[src/rtl/riscv_pkg.sv]
// Shared core definitions plus the retirement-trace types.
// Latency: n/a (types and constants only).
// Backpressure: n/a.
package riscv_pkg;

    localparam int XLEN       = 32;
    localparam int REG_ADDR_W = 5;

    // One captured retirement. we is already qualified with rd != x0.
    typedef struct packed {
        logic [XLEN-1:0]       pc;
        logic [REG_ADDR_W-1:0] rd_addr;
        logic [XLEN-1:0]       data;
        logic                  we;
    } trace_entry_t;

    typedef enum logic [1:0] {
        TR_IDLE    = 2'd0,
        TR_CAPTURE = 2'd1,
        TR_POST    = 2'd2,
        TR_DONE    = 2'd3
    } trace_state_t;

    // Mode 3 is reserved and decodes as wrap: nothing matches it explicitly.
    localparam logic [1:0] TR_WRAP      = 2'd0;
    localparam logic [1:0] TR_STOP_FULL = 2'd1;
    localparam logic [1:0] TR_TRIGGER   = 2'd2;

endpackage

[src/rtl/trace_ram.sv]
// DEPTH-entry trace storage: one write port, one registered read port.
// Latency: read data appears the cycle after rd_en; same-slot write in that cycle is not seen.
// Backpressure: none, both ports accept every cycle.
// Ports: wr_en/wr_idx/wr_entry write one slot; rd_en/rd_ptr select a slot whose
// contents land in rd_entry next cycle (zero when rd_en was low or under reset).
module trace_ram
    import riscv_pkg::*;
#(
    parameter int DEPTH = 16,
    parameter int IDX_W = $clog2(DEPTH)
) (
    input  logic             clk,
    input  logic             reset,
    input  logic             wr_en,
    input  logic [IDX_W-1:0] wr_idx,
    input  trace_entry_t     wr_entry,
    input  logic             rd_en,
    input  logic [IDX_W-1:0] rd_ptr,
    output trace_entry_t     rd_entry
);

    trace_entry_t mem [DEPTH];

    // Array is left unreset; only the slots below count are ever exposed.
    always_ff @(posedge clk) begin
        if (wr_en) begin
            mem[wr_idx] <= wr_entry;
        end
    end

    // Non-enabled reads return zero so the top never has to mask the fields.
    always_ff @(posedge clk or posedge reset) begin
        if (reset) begin
            rd_entry <= '0;
        end else if (rd_en) begin
            rd_entry <= mem[rd_ptr];
        end else begin
            rd_entry <= '0;
        end
    end

endmodule

[src/rtl/commit_trace_buffer.sv]
// Retirement trace capture beside WB: circular buffer with wrap / stop-on-full / PC-trigger modes.
// Latency: capture in the retire cycle; random-access read returns one cycle after rd_req.
// Backpressure: none; the core is never stalled, retirements outside capture are simply dropped.
// Ports: wb_* snoop the MEM/WB entry; cfg_*/arm/stop control capture; rd_req/rd_idx
// read entry rd_idx (0 = oldest) into rd_*; state/count/wrapped/triggered/commit_total
// report status.
module commit_trace_buffer
    import riscv_pkg::*;
#(
    parameter int DEPTH = 16,
    parameter int CNT_W = $clog2(DEPTH) + 1,
    parameter int IDX_W = $clog2(DEPTH)
) (
    input  logic                  clk,
    input  logic                  reset,
    input  logic                  wb_valid,
    input  logic [XLEN-1:0]       wb_pc,
    input  logic                  wb_reg_write,
    input  logic [REG_ADDR_W-1:0] wb_rd_addr,
    input  logic [XLEN-1:0]       wb_write_data,
    input  logic [1:0]            cfg_mode,
    input  logic [XLEN-1:0]       cfg_trig_pc,
    input  logic [CNT_W-1:0]      cfg_post,
    input  logic                  arm,
    input  logic                  stop,
    input  logic                  rd_req,
    input  logic [IDX_W-1:0]      rd_idx,
    output logic                  rd_valid,
    output logic [XLEN-1:0]       rd_pc,
    output logic [REG_ADDR_W-1:0] rd_rd_addr,
    output logic [XLEN-1:0]       rd_data,
    output logic                  rd_we,
    output logic [1:0]            state,
    output logic [CNT_W-1:0]      count,
    output logic                  wrapped,
    output logic                  triggered,
    output logic [31:0]           commit_total
);

    localparam logic [CNT_W-1:0] FULL     = CNT_W'(DEPTH);
    localparam logic [CNT_W-1:0] MAX_POST = CNT_W'(DEPTH - 1);

    trace_state_t     state_q, state_d;
    logic [IDX_W-1:0] wr_ptr_q, wr_ptr_d;
    logic [CNT_W-1:0] count_q, count_d;
    logic             wrapped_q, wrapped_d;
    logic             triggered_q, triggered_d;
    logic [CNT_W-1:0] post_cnt_q, post_cnt_d;
    logic             do_write;
    logic [CNT_W-1:0] trig_post;
    trace_entry_t     wr_entry, rd_entry;
    logic             rd_hit;
    logic [IDX_W-1:0] oldest, rd_ptr;

    // Post-trigger window can never exceed what the buffer holds after the trigger entry.
    assign trig_post = (cfg_post > MAX_POST) ? MAX_POST : cfg_post;

    assign wr_entry.pc      = wb_pc;
    assign wr_entry.rd_addr = wb_rd_addr;
    assign wr_entry.data    = wb_write_data;
    assign wr_entry.we      = wb_reg_write && (wb_rd_addr != '0);

    always_ff @(posedge clk or posedge reset) begin
        if (reset) begin
            state_q      <= TR_IDLE;
            wr_ptr_q     <= '0;
            count_q      <= '0;
            wrapped_q    <= 1'b0;
            triggered_q  <= 1'b0;
            post_cnt_q   <= '0;
            commit_total <= '0;
            rd_valid     <= 1'b0;
        end else begin
            state_q     <= state_d;
            wr_ptr_q    <= wr_ptr_d;
            count_q     <= count_d;
            wrapped_q   <= wrapped_d;
            triggered_q <= triggered_d;
            post_cnt_q  <= post_cnt_d;
            rd_valid    <= rd_hit;
            if (wb_valid && (commit_total != '1)) begin
                commit_total <= commit_total + 32'd1;
            end
        end
    end

    always_comb begin
        state_d     = state_q;
        wr_ptr_d    = wr_ptr_q;
        count_d     = count_q;
        wrapped_d   = wrapped_q;
        triggered_d = triggered_q;
        post_cnt_d  = post_cnt_q;
        do_write    = 1'b0;

        if (arm) begin
            // Arm wins over stop and drops any retirement in the same cycle.
            state_d     = TR_CAPTURE;
            wr_ptr_d    = '0;
            count_d     = '0;
            wrapped_d   = 1'b0;
            triggered_d = 1'b0;
            post_cnt_d  = '0;
        end else begin
            do_write = wb_valid && ((state_q == TR_CAPTURE) || (state_q == TR_POST));

            if (do_write) begin
                wr_ptr_d = wr_ptr_q + IDX_W'(1);
                if (count_q != FULL) begin
                    count_d = count_q + CNT_W'(1);
                end else begin
                    wrapped_d = 1'b1;
                end
            end

            case (state_q)
                TR_CAPTURE: begin
                    if (do_write) begin
                        if ((cfg_mode == TR_STOP_FULL) && (count_q == FULL - CNT_W'(1))) begin
                            state_d = TR_DONE;
                        end else if ((cfg_mode == TR_TRIGGER) && (wb_pc == cfg_trig_pc)) begin
                            triggered_d = 1'b1;
                            if (trig_post == '0) begin
                                state_d = TR_DONE;
                            end else begin
                                post_cnt_d = trig_post;
                                state_d    = TR_POST;
                            end
                        end
                    end
                end
                TR_POST: begin
                    if (do_write) begin
                        post_cnt_d = post_cnt_q - CNT_W'(1);
                        if (post_cnt_q == CNT_W'(1)) begin
                            state_d = TR_DONE;
                        end
                    end
                end
                default: ;
            endcase

            // Stop still lets this cycle's retirement land (handled above).
            if (stop && ((state_q == TR_CAPTURE) || (state_q == TR_POST))) begin
                state_d = TR_DONE;
            end
        end
    end

    // Once wrapped, the slot about to be overwritten is the oldest one.
    assign oldest = wrapped_q ? wr_ptr_q : '0;
    assign rd_ptr = oldest + rd_idx;
    assign rd_hit = rd_req && ({1'b0, rd_idx} < count_q);

    trace_ram #(
        .DEPTH (DEPTH),
        .IDX_W (IDX_W)
    ) u_ram (
        .clk      (clk),
        .reset    (reset),
        .wr_en    (do_write),
        .wr_idx   (wr_ptr_q),
        .wr_entry (wr_entry),
        .rd_en    (rd_hit),
        .rd_ptr   (rd_ptr),
        .rd_entry (rd_entry)
    );

    assign rd_pc      = rd_entry.pc;
    assign rd_rd_addr = rd_entry.rd_addr;
    assign rd_data    = rd_entry.data;
    assign rd_we      = rd_entry.we;

    assign state     = state_q;
    assign count     = count_q;
    assign wrapped   = wrapped_q;
    assign triggered = triggered_q;

endmodule

[config.mk]
export PLATFORM = sky130hd
export DESIGN_NAME = commit_trace_buffer
export DESIGN_NICKNAME = d
export VERILOG_FILES = /design/src/rtl/riscv_pkg.sv /design/src/rtl/trace_ram.sv /design/src/rtl/commit_trace_buffer.sv
export SDC_FILE = /design/constraint.sdc
export NUM_CORES = 1
export LEC_CHECK = 0
export CAP_MARGIN = 15
export CORE_MARGIN = 3
export CORE_UTILIZATION = 45
export CTS_CLUSTER_DIAMETER = 40
export DETAILED_ROUTE_END_ITERATION = 6
export GPL_ROUTABILITY_DRIVEN = 1
export PLACE_DENSITY_LB_ADDON = 0.15
export SYNTH_ARGS = -nofsm -noshare
export SYNTH_HDL_FRONTEND = slang
export SYNTH_SLANG_ARGS = --single-unit
[constraint.sdc]
create_clock -name clk -period 6.45 [get_ports clk]
set_clock_uncertainty 0.2 [all_clocks]
set_input_delay 1.29 -clock clk [delete_from_list [all_inputs] [get_ports clk]]
set_output_delay 1.29 -clock clk [all_outputs]
set_load 0.01 [all_outputs]
==> metrics.md, run 1 <==
| Metric | Value |
|---|---|
| FF-to-FF setup slack | `2.56 ns` |
| Reg-to-Reg Start | `wr_ptr_q[2]` |
| Synth async-reset ratio | `between 9 and 10%` |
| Tot GR Track Use | `21.5%` |
| Post-Syn Instances | `2266` |
| Dpl cells | `3854` |
| 1st-pass router iterations | `5` |
| Die boundary height | `about 330 µm` |
| Post-Syn Area | `~48000 µm²` |
| Routed length per placed instance | `~28 µm` |
| Initial Util | `~45%` |
| Leak | `between 15 and 20 nW` |
| Simple-Gate Fraction of Synth Area | `under 10%` |
| Placed Area | `between 50000 and 60000 µm²` |
| Detailed placer's ending HPWL | `approximately 64 mm` |
| CTS tree | `done` |
| Vias in the first global route | `~25000` |
| Crit path DAT | `between 4 and 5 ns` |
| Hold Path End | `commit_total[5]` |
| Seq cells post-synth | `1241` |
| Critical Path Start | `wb_valid` |
| Share of cells above drive strength 1 | `23.3%` |
| XOR/XNOR share of the synthesized area | `around 1.1%` |
| Hold bufs inserted after CTS | `0` |
| Delay of the slowest cell on the worst path | `0.79 ns` |
| Hold crit path type | `flip-flop to flip-flop` |
| RSZ-0062 raised after global routing | `false` |
| Final Max Slew Viols | `0` |
| Largest net degree at the start of global routing | `92` |
| WP data required | `roughly 6.7 ns` |
| Global route overflow | `0` |
| Num rows | `between 100 and 150` |
| Clk slew on worst S/H paths | `0.05 ns` |
| # Post-CTS Setup Buffers | `0` |
| Via/cell ratio | `5.79` |
| Unique masters post-synth | `60` |
| Ys flop type | `edfxtp_1` |
| R2R Path End | `u_ram.rd_entry[66]` |
| First-pass GRT wire length | `between 150 and 200 mm` |
| CP max stage cell | `nor2_4` |
| Worst reg-to-reg path cell count | `7` |
| Number of DRC markers in iteration 0 | `about 1900` |
| Crit path max-delay family | `simple AND/OR/NAND/NOR gates` |
| Final worst path period share | `66.3%` |
| Fmax | `0.234 GHz` |
| Mux share of post-synthesis cell area | `14.7%` |
| Fin area | `57800 µm²` |
| CTS Root Cell | `clkbuf_16` |
| Total number of vias | `23907` |
| Final setup vio count | `0` |
| Slew at the pin closest to its max-slew limit | `between 1 and 1.5 ns` |
| Max-cap violations | `0` |
| Synthesized Nets | `~2400` |
| CP Class | `input pin to flip-flop` |
| Area Growth Syn to Fin | `20.6%` |
| Syn avg cell area | `~21 µm²` |
| Finished Layout Cells | `4132` |
| I/O pin cnt | `roughly 230` |
| Die Wd | `~330 µm` |
| DRC errors left | `0` |
| Worst VDD drop | `approximately 0.00022 V` |
| Core ar. | `about 110000 µm²` |
| Final WL | `about 120 mm` |
| Ys Warns | `0` |
| WP buf/inv | `2` |
| Clk_lat worst skew | `around 0.73 ns` |
| Post-DRT Antenna Nets | `0` |
| Hold path depth | `1` |
| Post-synth EDFFs | `roughly 1100` |
| CTS sink cnt | `between 1000 and 1500` |
| RePlAce Congestion | `roughly 0.85` |
| Synth Area in Adders | `less than 1%` |
| Worst slew margin | `roughly a quarter` |
| Max Buffers Root-to-Sink | `3` |
| Crit Path Max Fanout | `15` |
| Final Hold Viols | `0` |
| H-tree Lvls | `4` |
| Setup TNS | `0 ns` |
| Status | `completed` |
| # resized after CTS | `0` |
| Initial antenna violation count | `7` |
| Synth Area in Compound Gates | `between 2 and 3%` |
| Fin crit period | `between 4 and 5 ns` |
| Power per cell area | `between 300 and 400 nW/µm²` |
| Critical Path End Type | `flip-flop` |
| Main combinational cell family by area after synthesis | `multiplexers` |
| Hold Crit Start | `commit_total[5]` |
| Register area share after synthesis | `76.5%` |
| Crit path launch type | `input pin` |
| Fin nets | `between 2000 and 3000` |
| Die area | `111000 µm²` |
| Crit path cell chain | `clkdlybuf4s50_1 -> or2b_2 -> nor2_1 -> nand2_1 -> nor2_4 -> buf_4` |
| Num CTS Buffers | `between 100 and 150` |
| Port bufs | `230` |
==> worst max-delay path by stage <==
stage                               to  cells past startpoint  slack [ns]
finish                u_ram.mem[9][45]                      6        2.18
floorplan             u_ram.mem[12][0]                      6        0.40
CTS                   u_ram.mem[9][45]                      6        2.20
detailed placement    u_ram.mem[9][40]                      6        1.42
global placement    u_ram.rd_entry[13]                      9        1.51
global route          u_ram.mem[9][41]                      6        2.12
==> per-layer routing <==
metal  vias up  share of wire (%)  wire (µm)  global-route usage, %
li1      10119                  -          -                      -
met4         6                1.7       2000                   5.15
met1     12819                 44      51600                   30.8
met2       788                 49      57200                   34.5
met3       175                5.7       6670                   4.16
met5         -              0.034         40                      0
==> placed cells by master, fill, tap and decap left out, drive strengths merged, types with 4 or more instances in the layout <==
cell type      count
buf               84
nor2              45
nor3              19
clkbuf           190
dfrtp            121
a21oi             11
o31ai              4
nand4             16
clkdlybuf4s50    230
nor2b             89
nor4              13
bufinv            16
ha                18
nand2b             6
and4               5
a211oi           140
and2               4
xnor2             19
nand2             30
xor2              42
inv               48
edfxtp          1120
mux2i             72
mux4             280
clkinvlp          14
nand3             16
clkinv            36
o21ai              8
==> power breakdown <==
group / internal, mW / leakage (nW) / switching, mW
clock: 5.13 / 2.43 / 3.28
combinational: 0.811 / 4.91 / 0.976
sequential: 9.03 / 11.7 / 0.135
==> through the flow <==
stage	worst slack [ns]	util, %	total power, mW	hold WS, ns
finish	2.18	54.8	19.4	0.292
global route	2.12	54.8	20.0	0.315
CTS	2.20	54.8	19.6	0.298
detailed placement	1.42	50.0	11.1	0.284
global placement	1.51	50.0	11.1	0.277
floorplan	0.397	-	10.3	0.310
==> worst reg2reg max path, delay by kind of cell, from the launching register on <==
kind | cells | cell delay, ns
flip-flops | 1 | 0.59
AND/OR/NAND/NOR | 1 | 0.26
buffers and inverters | 1 | 0.69
AO/OA/AOI/OAI | 3 | 0.74
adder cells (fa/ha/maj) | 1 | 0.37
XOR/XNOR | 1 | 0.88
==> synth_stat cells, drive strengths merged, types with 18 or more instances <==
| library cell | count | area [µm²] |
|---|---|---|
| buf | 49 | 243 |
| mux4 | 280 | 6310 |
| xor2 | 42 | 368 |
| nor2 | 45 | 169 |
| edfxtp | 1120 | 33600 |
| nor2b | 89 | 557 |
| nor3 | 19 | 95.1 |
| inv | 29 | 109 |
| clkbuf | 68 | 265 |
| dfrtp | 121 | 3030 |
| xnor2 | 19 | 166 |
| nand2 | 30 | 113 |
| ha | 18 | 225 |
| a211oi | 140 | 1050 |
| mux2i | 72 | 721 |
==> cell families (layout without fill, tap and decap cells) <==
family                   Yosys count  after routing
adder cells (fa/ha/maj)           19             19
other                              0              3
XOR/XNOR                          61             61
AO/OA/AOI/OAI                    187            187
AND/OR/NAND/NOR                  259            259
flip-flops                      1241           1241
buffers and inverters            146            618
multiplexers                     353            353
==> flip-flops by register name (all words and copies together) (netlist names) <==
register        flops
u_ram.rd_entry     70
rd_valid            1
state               2
wrapped             1
triggered           1
u_ram.mem        1120
post_cnt_q          5
wr_ptr_q            4
commit_total       32
count               5
==> cell type report <==
| type | count | area (µm²) |
|---|---|---|
| timing repair buffer | 314 | 3370 |
| clock inverter | 85 | 1030 |
| clock buffer | 190 | 4040 |
| antenna | 3 | 7.51 |
| inverter | 29 | 114 |
| fill | 7909 | 47700 |
| tap | 1391 | 1740 |
| sequential | 1241 | 36700 |
| multi-input combinational | 879 | 10900 |
Power figures use the tool's default switching activity.
==> run 2: changes to the inputs <==
==> constraint.sdc (replaced) <==
create_clock -name clk -period 4.07 [get_ports clk]
set_clock_uncertainty 0.2 [all_clocks]
set_input_delay 0.814 -clock clk [delete_from_list [all_inputs] [get_ports clk]]
set_output_delay 0.814 -clock clk [all_outputs]
set_load 0.01 [all_outputs]
==> run 2 against run 1 <==
  * Sequential power is 58% higher
  * Via count up 0.77%
  * Setup slack worse by 1.6 ns
  * Sequential cell count unchanged
  * Register-to-register slack got worse by 1.9 ns
  * Power grew 59%
==> metrics.md, run 2 (synthesis gave the netlist of run 1 again) <==
| Metric | Value |
|---|---|
| Status | `completed` |
| Hold bufs inserted after CTS | `0 (unchanged)` |
| Final core utilization | `55.8% (+1.0 points)` |
| RSZ-0062 raised after global routing | `false` |
| Global route overflow | `0 (unchanged)` |
| Largest net degree at the start of global routing | `60 (-35%)` |
| WP data required | `4.47 ns (-2.19 ns)` |
| Detailed placer's ending HPWL | `66.7 mm (+4.6%)` |
| Routed length per placed instance | `27.8 µm (-2.3%)` |
| Setup TNS | `0 ns (unchanged)` |
| Fin crit period | `between 3 and 4 ns` |
| Tot GR Track Use | `21.5% (+0.022 points)` |
| Largest regs | `u_ram.mem (1120), u_ram.rd_entry (70), commit_total (32)` |
| Num rows | `119 (unchanged)` |
| WP buf/inv | `4 (+2)` |
| Crit path launch type | `input pin` |
| Max Buffers Root-to-Sink | `3 (unchanged)` |
| Critical Path End Type | `flip-flop` |
| Crit path cell chain | `clkdlybuf4s50_1 -> ha_4 -> inv_1 -> fa_4 -> buf_12 -> buf_12 -> mux4_2 -> nor2b_1 -> a211oi_1 -> a211oi_1` |
| CP max stage cell | `fa_4` |
| H-tree Lvls | `4 (unchanged)` |
| Largest register by flop count | `u_ram.mem` |
| Hold crit path type | `flip-flop to flip-flop` |
| Crit path DAT | `3.86 ns (-0.62 ns)` |
| CTS sink cnt | `1241 (unchanged)` |
| Total number of vias | `24092 (+0.77%)` |
| I/O pin cnt | `231 (unchanged)` |
| 1st-pass router iterations | `7 (+2)` |
| Reg-to-Reg Start | `wrapped` |
| Fmax | `~0.29 GHz` |
| CP Class | `input pin to flip-flop` |
| Crit path max-delay family | `buffers and inverters` |
| Power per cell area | `523 nW/µm² (+56%)` |
| Clk_lat worst skew | `0.74 ns (about the same)` |
| Share of cells above drive strength 1 | `25.5% (+2.2 points)` |
| Die area | `111000 µm² (unchanged)` |
| Via/cell ratio | `5.72 (-1.1%)` |
| Final WL | `117 mm (-0.44%)` |
| # Post-CTS Setup Buffers | `0 (unchanged)` |
| Fin nets | `2831 (+2.9%)` |
| Final Max Slew Viols | `0 (unchanged)` |
| DRC errors left | `0 (unchanged)` |
| CTS Root Cell | `clkbuf_16` |
| Area Growth Syn to Fin | `22.9%` |
| RePlAce Congestion | `0.817 (-3.9%)` |
| Initial Util | `45.4% (unchanged)` |
| # resized after CTS | `0 (unchanged)` |
| Initial antenna violation count | `8 (+1)` |
| Num CTS Buffers | `151 (+2.0%)` |
| Number of DRC markers in iteration 0 | `1953 (+1.6%)` |
| First-pass GRT wire length | `174 mm (+0.16%)` |
| Final setup vio count | `0 (unchanged)` |
| Number of flip-flops in the largest register | `1120 (unchanged)` |
| Max-cap violations | `0 (unchanged)` |
| Post-DRT Antenna Nets | `0 (unchanged)` |
| Most frequent cells in the layout | `edfxtp_1, mux4_2, clkdlybuf4s50_1` |
| Delay of the slowest cell on the worst path | `0.90 ns (+0.11 ns)` |
| Die Wd | `332 µm (unchanged)` |
| Hold Crit Start | `commit_total[15]` |
| Port bufs | `230 (unchanged)` |
| Leak | `19.6 nW (+2.9%)` |
| Final worst path period share | `between 80% and 90%` |
| CTS tree | `done` |
| Final Hold Viols | `0 (unchanged)` |
| Worst slew margin | `39.0% (+13 points)` |
| Slew at the pin closest to its max-slew limit | `0.912 ns (-0.195 ns)` |
| Commonest non-fill, non-tap cell in the layout | `edfxtp_1` |
| Vias in the first global route | `25345 (+0.32%)` |
| Crit Path Max Fanout | `25 (+10)` |
| Die boundary height | `332 µm (unchanged)` |
| Worst VDD drop | `0.000362 V (+65%)` |
| Clk slew on worst S/H paths | `0.06 ns (about the same)` |
| Critical Path Start | `rd_idx[0]` |
| Core ar. | `106000 µm² (unchanged)` |
==> run 2: cell types whose count changed in the layout (fill, tap and decap cells not counted), moves of 2 or more <==
| cell | before | now |
|---|---|---|
| bufinv_16 | 16 | 13 |
| buf_4 | 49 | 86 |
| clkbuf_16 | 153 | 157 |
| buf_12 | 35 | 75 |
| inv_6 | 17 | 14 |
| clkinv_8 | 4 | 2 |
| clkinv_4 | 11 | 13 |
| clkinv_2 | 14 | 18 |
| clkinv_1 | 7 | 18 |
| clkbuf_1 | 30 | 20 |
==> run 2: final cells by class <==
| class | instances | area (µm²) |
|---|---|---|
| timing repair buffer | 391 | 4450 |
| multi-input combinational | 879 | 10900 |
| fill | 7839 | 46600 |
| inverter | 29 | 114 |
| antenna | 2 | 5.00 |
| sequential | 1241 | 36700 |
| clock inverter | 95 | 976 |
| tap | 1391 | 1740 |
| clock buffer | 184 | 4100 |
==> run 2: power breakdown <==
group	internal, mW	total [mW]	leakage (nW)	switching [mW]
logic	1.44	2.99	5.45	1.55
registers	14.3	14.5	11.7	0.218
clock network	8.08	13.3	2.45	5.22
==> run 2: metrics by stage <==
stage                     hold WS (ns)  area (µm²)  worst slack, ns  instances  total power [mW]
after floorplan                  0.310       48000           -0.160       2266              16.3
after global placement           0.275       53800          -0.0749       3931              17.8
after detailed placement         0.289       53800          -0.0911       3931              17.8
after CTS                        0.306       58900            0.636       4210              31.1
after global routing             0.333       58900            0.510       4210              31.9
final                            0.299       58900            0.605       4212              30.8
==> run 2: final timing paths <==
path | to | slack, ns | cells past startpoint
min | commit_total[15] | 0.30 | 1
max | u_ram.rd_entry[13] | 0.61 | 10
max reg2reg | u_ram.rd_entry[13] | 0.65 | 10
min in group asynchronous | count[2] | 0.39 | 2
min reg2reg | commit_total[15] | 0.30 | 1
max in group asynchronous | u_ram.rd_entry[3] | 2.45 | 3
==> run 2: worst reg2reg max path: stages, from the launching register on <==
cell and delay (ns):
dfrtp_1 0.48, and2_1 0.20, ha_4 0.13, inv_1 0.05, fa_4 0.90, buf_12 0.22, buf_12 0.23, mux4_2 0.32
nor2b_1 0.16, a211oi_1 0.31, a211oi_1 0.09
==> run 2: layer usage <==
layer / share of wire, % / vias up / track usage, %
li1: - / 10271 / -
met1: 44 / 12843 / 30.9
met2: 48 / 813 / 34.1
met3: 6.3 / 157 / 4.48
met4: 1.6 / 8 / 5.20
met5: 0.046 / - / 0
